File: src/rtl/iccm_ecc_scrub.sv
// ---------------------------------------------------------------------------
// iccm_ecc_scrub
//
// Purpose:
//   Watches ICCM ECC decoder results. A correctable (single-bit) error is
//   scrubbed by writing the corrected word and ECC back to the ICCM through
//   the arbiter. Uncorrectable and address errors are never written back.
//   Instead they raise a one-cycle interrupt pulse and set a sticky status
//   flag that records the address of the first such error.
//
// Optional feature:
//   ICCM_ECC_SB_CNT_EN - when defined, a saturating correctable-error counter
//                        is built and drives sb_err_cnt. When undefined, no
//                        counter flops exist and sb_err_cnt is tied to zero.
//
// Ports:
//   clk            in   sole clock, rising edge
//   rst_a          in   synchronous active-high reset (highest priority)
//   chk_valid      in   decoder result valid strobe
//   chk_addr       in   [ADDR_W] word address of the checked read
//   chk_data       in   [32] corrected data
//   chk_ecc        in   [8]  corrected ECC
//   chk_sb_err     in   correctable-error flag
//   chk_db_err     in   uncorrectable-error flag
//   chk_addr_err   in   address-error flag
//   wb_req         out  write-back request to the ICCM arbiter
//   wb_addr        out  [ADDR_W] write-back address
//   wb_data        out  [32] write-back data
//   wb_ecc         out  [8]  write-back ECC
//   wb_ack         in   arbiter accepts the write-back
//   scrub_busy     out  write-back pending
//   db_err_status  out  sticky uncorrectable/address-error flag
//   db_err_addr    out  [ADDR_W] address of the first uncorrectable error
//   sb_drop        out  sticky flag: a correctable error was not scrubbed
//   err_irq        out  one-cycle pulse per uncorrectable/address error
//   status_clr     in   clears db_err_status, sb_drop and the counter
//   sb_err_cnt     out  [CNT_W] correctable-error count
// ---------------------------------------------------------------------------
module iccm_ecc_scrub #(
    parameter int unsigned ADDR_W = 17,
    parameter int unsigned CNT_W  = 8
) (
    input  logic              clk,
    input  logic              rst_a,

    input  logic              chk_valid,
    input  logic [ADDR_W-1:0] chk_addr,
    input  logic [31:0]       chk_data,
    input  logic [7:0]        chk_ecc,
    input  logic              chk_sb_err,
    input  logic              chk_db_err,
    input  logic              chk_addr_err,

    output logic              wb_req,
    output logic [ADDR_W-1:0] wb_addr,
    output logic [31:0]       wb_data,
    output logic [7:0]        wb_ecc,
    input  logic              wb_ack,

    output logic              scrub_busy,
    output logic              db_err_status,
    output logic [ADDR_W-1:0] db_err_addr,
    output logic              sb_drop,
    output logic              err_irq,
    input  logic              status_clr,
    output logic [CNT_W-1:0]  sb_err_cnt
);

    // -----------------------------------------------------------------------
    // FSM encoding
    // -----------------------------------------------------------------------
    localparam logic ST_IDLE   = 1'b0;
    localparam logic ST_WB_REQ = 1'b1;

    // -----------------------------------------------------------------------
    // Event decode
    // -----------------------------------------------------------------------
    logic sb_ev;
    logic hard_ev;

    // A result that also carries a hard error is not scrubbable, so the
    // correctable flag only counts when no hard flag accompanies it.
    assign sb_ev   = chk_valid & chk_sb_err & ~chk_db_err & ~chk_addr_err;
    assign hard_ev = chk_valid & (chk_db_err | chk_addr_err);

    // -----------------------------------------------------------------------
    // State and payload registers
    // -----------------------------------------------------------------------
    logic              state_q,         state_d;
    logic [ADDR_W-1:0] pl_addr_q,       pl_addr_d;
    logic [31:0]       pl_data_q,       pl_data_d;
    logic [7:0]        pl_ecc_q,        pl_ecc_d;
    logic              db_err_status_q, db_err_status_d;
    logic [ADDR_W-1:0] db_err_addr_q,   db_err_addr_d;
    logic              sb_drop_q,       sb_drop_d;
    logic              err_irq_q,       err_irq_d;

    logic capture;
    logic drop;

    // Only an idle scrubber accepts a new correctable error. Anything seen
    // while a write-back is pending, including on the transfer cycle itself,
    // is dropped.
    assign capture = sb_ev & (state_q == ST_IDLE);
    assign drop    = sb_ev & (state_q == ST_WB_REQ);

    always_comb begin
        state_d   = state_q;
        pl_addr_d = pl_addr_q;
        pl_data_d = pl_data_q;
        pl_ecc_d  = pl_ecc_q;

        case (state_q)
            ST_IDLE: begin
                if (capture) begin
                    pl_addr_d = chk_addr;
                    pl_data_d = chk_data;
                    pl_ecc_d  = chk_ecc;
                    state_d   = ST_WB_REQ;
                end
            end
            ST_WB_REQ: begin
                if (wb_ack) begin
                    state_d = ST_IDLE;
                end
            end
            default: state_d = ST_IDLE;
        endcase
    end

    // -----------------------------------------------------------------------
    // Status logic
    // -----------------------------------------------------------------------
    always_comb begin
        db_err_status_d = db_err_status_q;
        db_err_addr_d   = db_err_addr_q;
        sb_drop_d       = sb_drop_q;
        err_irq_d       = hard_ev;

        // Set takes priority over clear. A clear in the same cycle as a hard
        // error also frees the address slot, so the new address is recorded.
        if (status_clr) begin
            db_err_status_d = 1'b0;
            sb_drop_d       = 1'b0;
        end
        if (hard_ev) begin
            db_err_status_d = 1'b1;
            if (!db_err_status_q || status_clr) begin
                db_err_addr_d = chk_addr;
            end
        end
        if (drop) begin
            sb_drop_d = 1'b1;
        end
    end

    always_ff @(posedge clk) begin
        if (rst_a) begin
            state_q         <= ST_IDLE;
            pl_addr_q       <= '0;
            pl_data_q       <= '0;
            pl_ecc_q        <= '0;
            db_err_status_q <= 1'b0;
            db_err_addr_q   <= '0;
            sb_drop_q       <= 1'b0;
            err_irq_q       <= 1'b0;
        end else begin
            state_q         <= state_d;
            pl_addr_q       <= pl_addr_d;
            pl_data_q       <= pl_data_d;
            pl_ecc_q        <= pl_ecc_d;
            db_err_status_q <= db_err_status_d;
            db_err_addr_q   <= db_err_addr_d;
            sb_drop_q       <= sb_drop_d;
            err_irq_q       <= err_irq_d;
        end
    end

    // -----------------------------------------------------------------------
    // Optional correctable-error counter
    // -----------------------------------------------------------------------
`ifdef ICCM_ECC_SB_CNT_EN
    logic [CNT_W-1:0] sb_cnt_q, sb_cnt_d;

    // Clear and increment in the same cycle leaves the count at one.
    always_comb begin
        sb_cnt_d = sb_cnt_q;
        if (status_clr) begin
            sb_cnt_d = '0;
        end
        if (sb_ev && (sb_cnt_d != '1)) begin
            sb_cnt_d = sb_cnt_d + CNT_W'(1);
        end
    end

    always_ff @(posedge clk) begin
        if (rst_a) begin
            sb_cnt_q <= '0;
        end else begin
            sb_cnt_q <= sb_cnt_d;
        end
    end

    assign sb_err_cnt = sb_cnt_q;
`else
    assign sb_err_cnt = '0;
`endif

    // -----------------------------------------------------------------------
    // Outputs
    // -----------------------------------------------------------------------
    assign wb_req        = (state_q == ST_WB_REQ);
    assign scrub_busy    = (state_q == ST_WB_REQ);
    assign wb_addr       = pl_addr_q;
    assign wb_data       = pl_data_q;
    assign wb_ecc        = pl_ecc_q;
    assign db_err_status = db_err_status_q;
    assign db_err_addr   = db_err_addr_q;
    assign sb_drop       = sb_drop_q;
    assign err_irq       = err_irq_q;

endmodule

File: config.mk
export PLATFORM = sky130hd
export DESIGN_NAME = iccm_ecc_scrub
export DESIGN_NICKNAME = d
export VERILOG_FILES = /design/src/rtl/iccm_ecc_scrub.sv
export SDC_FILE = /design/constraint.sdc
export NUM_CORES = 1
export LEC_CHECK = 0
export BUFFER_PORTS_ARGS = -buffer_cell sky130_fd_sc_hd__buf_4
export CORE_ASPECT_RATIO = 1.2
export CORE_MARGIN = 5
export CORE_UTILIZATION = 51
export CTS_CLUSTER_DIAMETER = 50
export DETAILED_ROUTE_END_ITERATION = 8
export PLACE_DENSITY = 0.85
export SLEW_MARGIN = 20
export SYNTH_ARGS = -nofsm -noshare
export SYNTH_HDL_FRONTEND = slang
export SYNTH_SLANG_ARGS = --single-unit
File: constraint.sdc
create_clock -name clk -period 3.1 [get_ports clk]
set_input_delay 0.31 -clock clk [delete_from_list [all_inputs] [get_ports clk]]
set_output_delay 0.31 -clock clk [all_outputs]
set_load 0.02 [all_outputs]
After elaboration in Yosys (flattened, before gate mapping)
Index checks and enable logic that the tools add are counted.

cells by class
  $add $sub $neg = 0
  multipliers = 0
  div/mod/pow operators = 0
  $lt $le $gt $ge = 0
  eq/ne operators = 0
  shift-type cells = 0
  multiplexer cells = 6
  bitwise operators = 10
  reductions and logical operators = 6

operators with widths
  operator                               number
  1-bit bitwise AND                      6
  1-bit two-way mux                      5
  2-bit AND reduction                    2
  2-bit nonzero test                     2
  1-bit NOT                              3
  1-bit one-hot mux with 2 select lines  1
  1-bit zero test                        1
  1-bit logical OR                       1
  1-bit OR                               1

storage, ports and cells
  bits in registers = 78
  bits in latches = 0
  RAM bits = 0
  bits in read-only memories = 0
  input port bits = 65
  output and inout port bits = 87
  logic and storage cells = 30
  memories kept = 0

Logic depth before layout (Yosys ltp)
Gate-level depths: netlist (run 1).

  depth in word-level cells = 6
  gate-level depth with buffers = 5

Worst setup path after synthesis (run 1)
OpenSTA, ideal clock, no wires.

  kind = reg2reg
  from = reg state_q (netlist: scrub_busy)
  to = reg pl_addr_q[16] (netlist: wb_addr[16])
  library setup time = 0.119 ns
  arrival = 1.093 ns
  path slack = 1.888 ns
  stages on the path, launching flop included = 5
  period minus slack after synthesis = 1.212 ns
  path through = dfxtp_1 -> and4b_1 -> buf_6 -> buf_12 -> mux2i_1

between the ends
  cells in the longest elaborated chain, start to end = 3

ends and longest elaborated chain
  item                             line  source
  start: declaration               89    logic state_q, state_d;
  start signal: assignment         168   state_q <= state_d;
  1-bit NOT (no line) *            n/a
  1-bit bitwise AND                104   assign capture = sb_ev & (state_q == ST_IDLE);
  2-bit AND reduction (no line) *  n/a
  end signal: assignment           169   pl_addr_q <= pl_addr_d;
  end: declaration                 90    logic [ADDR_W-1:0] pl_addr_q, pl_addr_d;

Every way passes the cells marked *; elsewhere a longest branch is shown, timed or not.
A chain may end at the register's enable or synchronous reset.

Final worst setup path (run 1)
  from = reg state_q (netlist: scrub_busy)
  to = reg pl_data_q[26] (netlist: wb_data[26])

between the ends
  cells in the longest elaborated chain, start to end = 3

ends and longest elaborated chain
  item                             line  source
  1-bit NOT (no line) *            n/a
  1-bit bitwise AND                104
  2-bit AND reduction (no line) *  n/a
  end signal: assignment           170   pl_data_q <= pl_data_d;
  end: declaration                 91    logic [31:0] pl_data_q, pl_data_d;

Marks and branches as above.

==> results of run 1 <==
## state kept, by name, indices dropped and copies added (netlist names)
signal         flops
wb_addr           17
sb_drop            1
db_err_status      1
err_irq            1
wb_data           32
scrub_busy         1
wb_ecc             8
db_err_addr       17
## through the flow
step	cell area [sq um]	hold slack (ns)	power (W)
floorplan	3501	0.4600	0.001253
global placement	4443	0.4455	0.001363
detailed placement	4443	0.4483	0.001368
CTS	4695	0.2183	0.002327
global route	4695	0.2266	0.002390
finish	4695	0.2380	0.002296
## synthesized netlist by cell type
master | instances | area (sq um)
buf_12 | 5 | 100.1
and4b_1 | 1 | 10.01
nand4b_1 | 1 | 8.760
nand2_1 | 2 | 7.510
o21ai_2 | 1 | 8.760
mux2i_1 | 74 | 740.7
nor2_1 | 1 | 3.750
dfxtp_1 | 78 | 1562
a21oi_4 | 1 | 16.27
buf_4 | 10 | 75.07
inv_2 | 1 | 3.750
clkbuf_1 | 13 | 48.80
conb_1 | 1 | 3.750
nor2_2 | 1 | 6.260
a21oi_1 | 3 | 15.01
buf_2 | 2 | 10.01
nand4_1 | 1 | 6.260
nand2b_1 | 132 | 825.8
buf_6 | 2 | 22.52
## worst paths after layout
kind / startpoint / endpoint / cells past startpoint
max: scrub_busy / wb_data[26] / 3
min: wb_ack / scrub_busy / 3
max reg2reg: scrub_busy / wb_data[26] / 3
min reg2reg: sb_drop / sb_drop / 2
## worst register-to-register path, cell delays in order (launching register included)
cell     delay (ns)
dfxtp_1        0.36
and4b_2        0.28
buf_4          0.54
mux2i_1        0.29
## cell families (layout without fill, tap and decap cells)
| logic type | count (synthesis) | count (layout) | share of synthesized area, % |
|---|---|---|---|
| buf+inv | 33 | 161 | 7.490 |
| flops | 78 | 78 | 44.94 |
| compound gates | 5 | 5 | 1.152 |
| other cells | 1 | 8 | 0.1079 |
| simple gates | 139 | 139 | 24.99 |
| mux | 74 | 74 | 21.32 |
## final cells by class
class / instances / share of cell area, %
Inverter: 1 / 0.07996
Sequential cell: 78 / 33.26
Clock buffer: 11 / 2.799
Tap cell: 87 / 2.319
Multi-Input combinational cell: 226 / 35.79
Clock inverter: 4 / 2.559
Timing Repair Buffer: 145 / 23.19
## power by group through the flow
stage	Combinational (W)	Clock (W)	Sequential (W)
2_1_floorplan	0.000140	0	0.00111
5_1_grt	0.000315	0.00102	0.00106
4_1_cts	0.000295	0.000980	0.00105
3_3_place_gp	0.000289	0	0.00107
6_report	0.000291	0.000953	0.00105
3_5_place_dp	0.000293	0	0.00108
## metal layers
metal / vias to the layer above / track usage [%]
met5: - / 0
met4: 0 / 6.456
li1: 1306 / -
met3: 12 / 7.307
met2: 100 / 27.45
met1: 1139 / 20.44
==> impl_metrics.env, run 1 <==
export IMPL_clk_pin_slew_ns=0.08
export IMPL_cap_violations=0
export IMPL_worstSetupPathType="flop to flop"
export IMPL_seqPwrFrac_pct=45.8
export IMPL_first_iter_violations=73
export IMPL_std_cell_rows=33
export IMPL_io_buffer_count=143
export IMPL_syn_to_final_growth_pct=35.11
export IMPL_grt_overflow_total=0
export IMPL_worst_setup_path_start_kind="flop"
export IMPL_netlist_area_sq_um=3475
export IMPL_die_area_sq_um=8571
export IMPL_coreArea_sq_um=6730
export IMPL_final_cells=552
export IMPL_hold_violations=0
export IMPL_first_pass_iters=4
export IMPL_grt_max_degree=136
export IMPL_yosys_register_bits=78
export IMPL_setup_ws_ns=1.563
export IMPL_cts_root_buffer_cell="clkbuf_8"
export IMPL_nFillCells=507
export IMPL_placedCellCount=537
export IMPL_worstPathRequired_ns=3.36
export IMPL_dpl_hpwl_um=5252
export IMPL_initial_core_util_pct=51.63
export IMPL_route_vias_total=2557
export IMPL_min_period_over_period_pct=49.57
export IMPL_slew_headroom_pct=41.82
export IMPL_synth_seq_area_share_pct=44.94
export IMPL_ant_nets=0
export IMPL_final_core_util_pct=69.75
export IMPL_ys_types=19
export IMPL_p_int_w=0.001801
export IMPL_power_density_nw_per_um2=489.2
export IMPL_critPathCaptureType="flop"
export IMPL_crit_path_top_delay_cell="buf_4"
export IMPL_critPathTopFamily="buffers and inverters"
export IMPL_setup_viol=0
export IMPL_grt_pass1_vias=2542
export IMPL_synth_warnings=0
export IMPL_crit_chain="and4b_2, buf_4, mux2i_1"
export IMPL_post_cts_resized=0
export IMPL_cts_hold_buf=0
export IMPL_grt_usage_pct=17.16
export IMPL_wirelength_um=7374
export IMPL_skew_ns=0.006178
export IMPL_r2r_slack_ns=1.56
export IMPL_m1WireLength_um=3033
export IMPL_p_leak_nw=2.114
export IMPL_clk_latency_ns=0.33
export IMPL_min_path_type="input pin to flop"
export IMPL_drc_errors=0
export IMPL_cts_setup_buffers=0
export IMPL_topRoutingLayerUsed="met4"
export IMPL_antenna_found_initial=0
export IMPL_ir_worst_vdd_mv=0.3563
export IMPL_min_period_ns=1.537
export IMPL_critical_path_max_stage_delay_ns=0.54
export IMPL_final_cell_mix="buf_4, nand2b_1, dfxtp_1, mux2i_1, clkbuf_8"
export IMPL_tns_ns=0
export IMPL_switchingPower_w=0.0004956
export IMPL_die_h_um=100.4
export IMPL_dp_worst_setup_slack_ns=1.388
export IMPL_viasPerCell=4.632
export IMPL_clkPwrFrac_pct=41.5
export IMPL_routedWlPerCell_um=13.36
export IMPL_rsz0062_at_grt="false"
export IMPL_syn_instance_count=330
export IMPL_ctsLongestPathBuffers=2
export IMPL_io_pins=152
export IMPL_max_clock_freq_ghz=0.6508
export IMPL_arrival_ns=1.80
export IMPL_status="completed"
export IMPL_wl_met3_um=849
export IMPL_tritoncts="yes"
export IMPL_cts_htree_levels=3
export IMPL_wl_met2_um=3378
export IMPL_globalplace_congestion=0.7225
export IMPL_design_final_nets=526
export IMPL_avgSynthCellArea_sq_um=10.53
export IMPL_multi_input_area_sq_um=1680
export IMPL_numCtsBuffers=9
export IMPL_grt_pass1_wl_um=11970
export IMPL_pwr_share_comb_pct=12.7
export IMPL_crit_buf_inv=1
export IMPL_worst_pin_slew_ns=0.8726
export IMPL_layout_commonest_cell="buf_4"
export IMPL_seq_area_sq_um=1562
export IMPL_netSwitchingFraction_pct=21.58
export IMPL_slew_violations=0
export IMPL_layout_drive_gt1_share_pct=35.05
export IMPL_numClockSinks=78
export IMPL_critical_path_peak_fanout=41
export IMPL_diodes=0
export IMPL_fp_dieW_um=85.35
Note: power is estimated with default switching activity, not from simulation.
==> run 2: changes to the inputs <==
Settings changed: CORE_UTILIZATION 51 to 43, PLACE_DENSITY 0.85 to 0.77.
Clock period 3.1 ns to 1.3 ns, I/O delays scaled along.
==> run 2 against run 1 <==
  * Core utilization is 11 points lower
  * Power is 130% higher
  * Die area is 17% higher
  * Final area is 1.1% higher
  * Non-clock buffer count is 6 higher
  * Sequential cell count stayed put
  * Worst setup slack worse by 1.5 ns
  * Largest cell class unchanged
  * Sequential share of layout area is 0.36 points lower
  * Critical endpoint is now wb_ecc[5]
  * Combinational power is 150% higher
  * Clock skew is 0.00089 ns lower
  * Clock-buffer cell count is 1 lower
==> impl_metrics.env, run 2 (synthesized netlist as in run 1, its figures left out) <==
export IMPL_cts_setup_buffers=0
export IMPL_cts_hold_buf=0
export IMPL_drc_errors=0
export IMPL_power_density_nw_per_um2=1091
export IMPL_diodes=0
export IMPL_globalplace_congestion=0.6816
export IMPL_place_area_sq_um=4536
export IMPL_fp_dieW_um=92.06
export IMPL_critical_path_max_stage_delay_ns=0.32
export IMPL_viasPerCell=4.572
export IMPL_clk_pin_slew_ns=0.08
export IMPL_cts_root_buffer_cell="clkbuf_8"
export IMPL_reg2reg_to="wb_ecc[5]"
export IMPL_final_cell_mix="buf_4, nand2b_1, dfxtp_1, mux2i_1, clkbuf_8"
export IMPL_route_vias_total=2583
export IMPL_ir_worst_vdd_mv=0.6635
export IMPL_design_final_nets=532
export IMPL_tritoncts="yes"
export IMPL_grt_pass1_vias=2498
export IMPL_worstPathRequired_ns=1.57
export IMPL_r2r_slack_ns=0.11
export IMPL_io_pins=152
export IMPL_ctsLongestPathBuffers=2
export IMPL_std_cell_rows=36
export IMPL_min_path_type="input pin to flop"
export IMPL_first_iter_violations=56
export IMPL_ant_nets=0
export IMPL_critPathCaptureType="flop"
export IMPL_setup_viol=0
export IMPL_rsz0062_at_grt="false"
export IMPL_final_cells=565
export IMPL_layout_commonest_cell="buf_4"
export IMPL_crit_end="wb_ecc[5]"
export IMPL_r2r_cells=3
export IMPL_crit_path_top_delay_cell="dfxtp_1"
export IMPL_clkPwrFrac_pct=37.7
export IMPL_crit_buf_inv=1
export IMPL_placedCellCount=551
export IMPL_post_cts_resized=0
export IMPL_routedWlPerCell_um=13.29
export IMPL_largest_reg_flops=32
export IMPL_critical_path_peak_fanout=34
export IMPL_min_period_ns=1.190
export IMPL_dpl_hpwl_um=5525
export IMPL_switchingPower_w=0.001215
export IMPL_crit_chain="and4b_2, buf_12, mux2i_1"
export IMPL_grt_pass1_wl_um=11850
export IMPL_status="completed"
export IMPL_worstSetupPathType="flop to flop"
export IMPL_grt_usage_pct=14.63
export IMPL_min_period_over_period_pct=91.57
export IMPL_p_int_w=0.003961
export IMPL_numClockSinks=78
export IMPL_die_area_sq_um=9986
export IMPL_critPathLaunch="scrub_busy"
export IMPL_worst_setup_path_start_kind="flop"
export IMPL_pwr_share_comb_pct=13.8
export IMPL_design_area_sq_um=4746
export IMPL_max_clock_freq_ghz=0.8401
export IMPL_layout_drive_gt1_share_pct=36.17
export IMPL_cap_violations=0
export IMPL_syn_to_final_growth_pct=36.59
export IMPL_wirelength_um=7509
export IMPL_cp_depth=3
export IMPL_skew_ns=0.005291
export IMPL_slew_violations=0
export IMPL_critPathTopFamily="flip-flops"
export IMPL_reg2reg_from="scrub_busy"
export IMPL_tns_ns=0
export IMPL_antenna_found_initial=0
export IMPL_final_core_util_pct=59.19
export IMPL_die_h_um=108.5
export IMPL_hold_violations=0
export IMPL_grt_max_degree=59
export IMPL_netSwitchingFraction_pct=23.48
export IMPL_p_leak_nw=2.137
export IMPL_clk_latency_ns=0.34
export IMPL_initial_core_util_pct=43.34
export IMPL_seqPwrFrac_pct=48.5
export IMPL_grt_overflow_total=0
export IMPL_numCtsBuffers=9
export IMPL_cts_htree_levels=3
export IMPL_coreArea_sq_um=8018
export IMPL_io_buffer_count=143
export IMPL_arrival_ns=1.46
export IMPL_first_pass_iters=4
[run 2: cell types whose count changed in the layout (fill, tap and decap cells not counted)]
cell / change
clkbuf_8: +1
bufinv_16: -2
clkbuf_1: -2
clkinv_2: +1
buf_12: +3
clkinvlp_4: +1
buf_4: +3
[run 2: power groups by stage]
stage / combinational, W / clock, W / sequential (W)
after floorplan: 0.000334 / 0 / 0.00265
after detailed placement: 0.000723 / 0 / 0.00256
final: 0.000716 / 0.00195 / 0.00251
after global routing: 0.000774 / 0.00210 / 0.00252
after global placement: 0.000715 / 0 / 0.00256
after CTS: 0.000724 / 0.00199 / 0.00251
[run 2: area by class of cell]
| type | count | area [sq um] |
|---|---|---|
| multi-input cells | 226 | 1680 |
| repair buffers | 151 | 1171 |
| flip-flops and latches | 78 | 1562 |
| inverters | 1 | 3.754 |
| clock buffers | 10 | 137.6 |
| clock inverters | 4 | 72.57 |
| well taps | 95 | 118.9 |
| fillers | 704 | 3272 |
[run 2: worst register-to-register path, cell delays in order, from the launching register on]
cell and delay [ns]:
dfxtp_1 0.32, and4b_2 0.31, buf_12 0.25, mux2i_1 0.25
[run 2: worst min path at each step]
stage                        endpoint  slack, ns  cells after the start          from
after global routing       wb_data[8]       0.04                      3   chk_data[8]
after CTS                  wb_data[8]       0.04                      3   chk_data[8]
after global placement    wb_data[24]       0.40                      3  chk_data[24]
after floorplan               sb_drop       0.28                      2    chk_sb_err
after detailed placement  wb_data[12]       0.41                      3  chk_data[12]
final                      wb_data[8]       0.05                      3   chk_data[8]
[run 2: per-stage QoR]
stage | hold WS (ns) | total power [W] | setup WS [ns]
2_1_floorplan | 0.2800 | 0.002988 | 0.08844
3_3_place_gp | 0.3988 | 0.003278 | 0.1184
3_5_place_dp | 0.4075 | 0.003287 | 0.07705
4_1_cts | 0.04097 | 0.005223 | 0.09125
5_1_grt | 0.03997 | 0.005389 | 0.02798
6_report | 0.04955 | 0.005176 | 0.1096
[run 2: metal layers]
| layer | global-route usage (%) | part of all wire (%) |
|---|---|---|
| met5 | 0 | 0 |
| met4 | 4.459 | 1.3 |
| met3 | 6.889 | 10 |
| met2 | 23.07 | 46 |
| met1 | 17.81 | 43 |
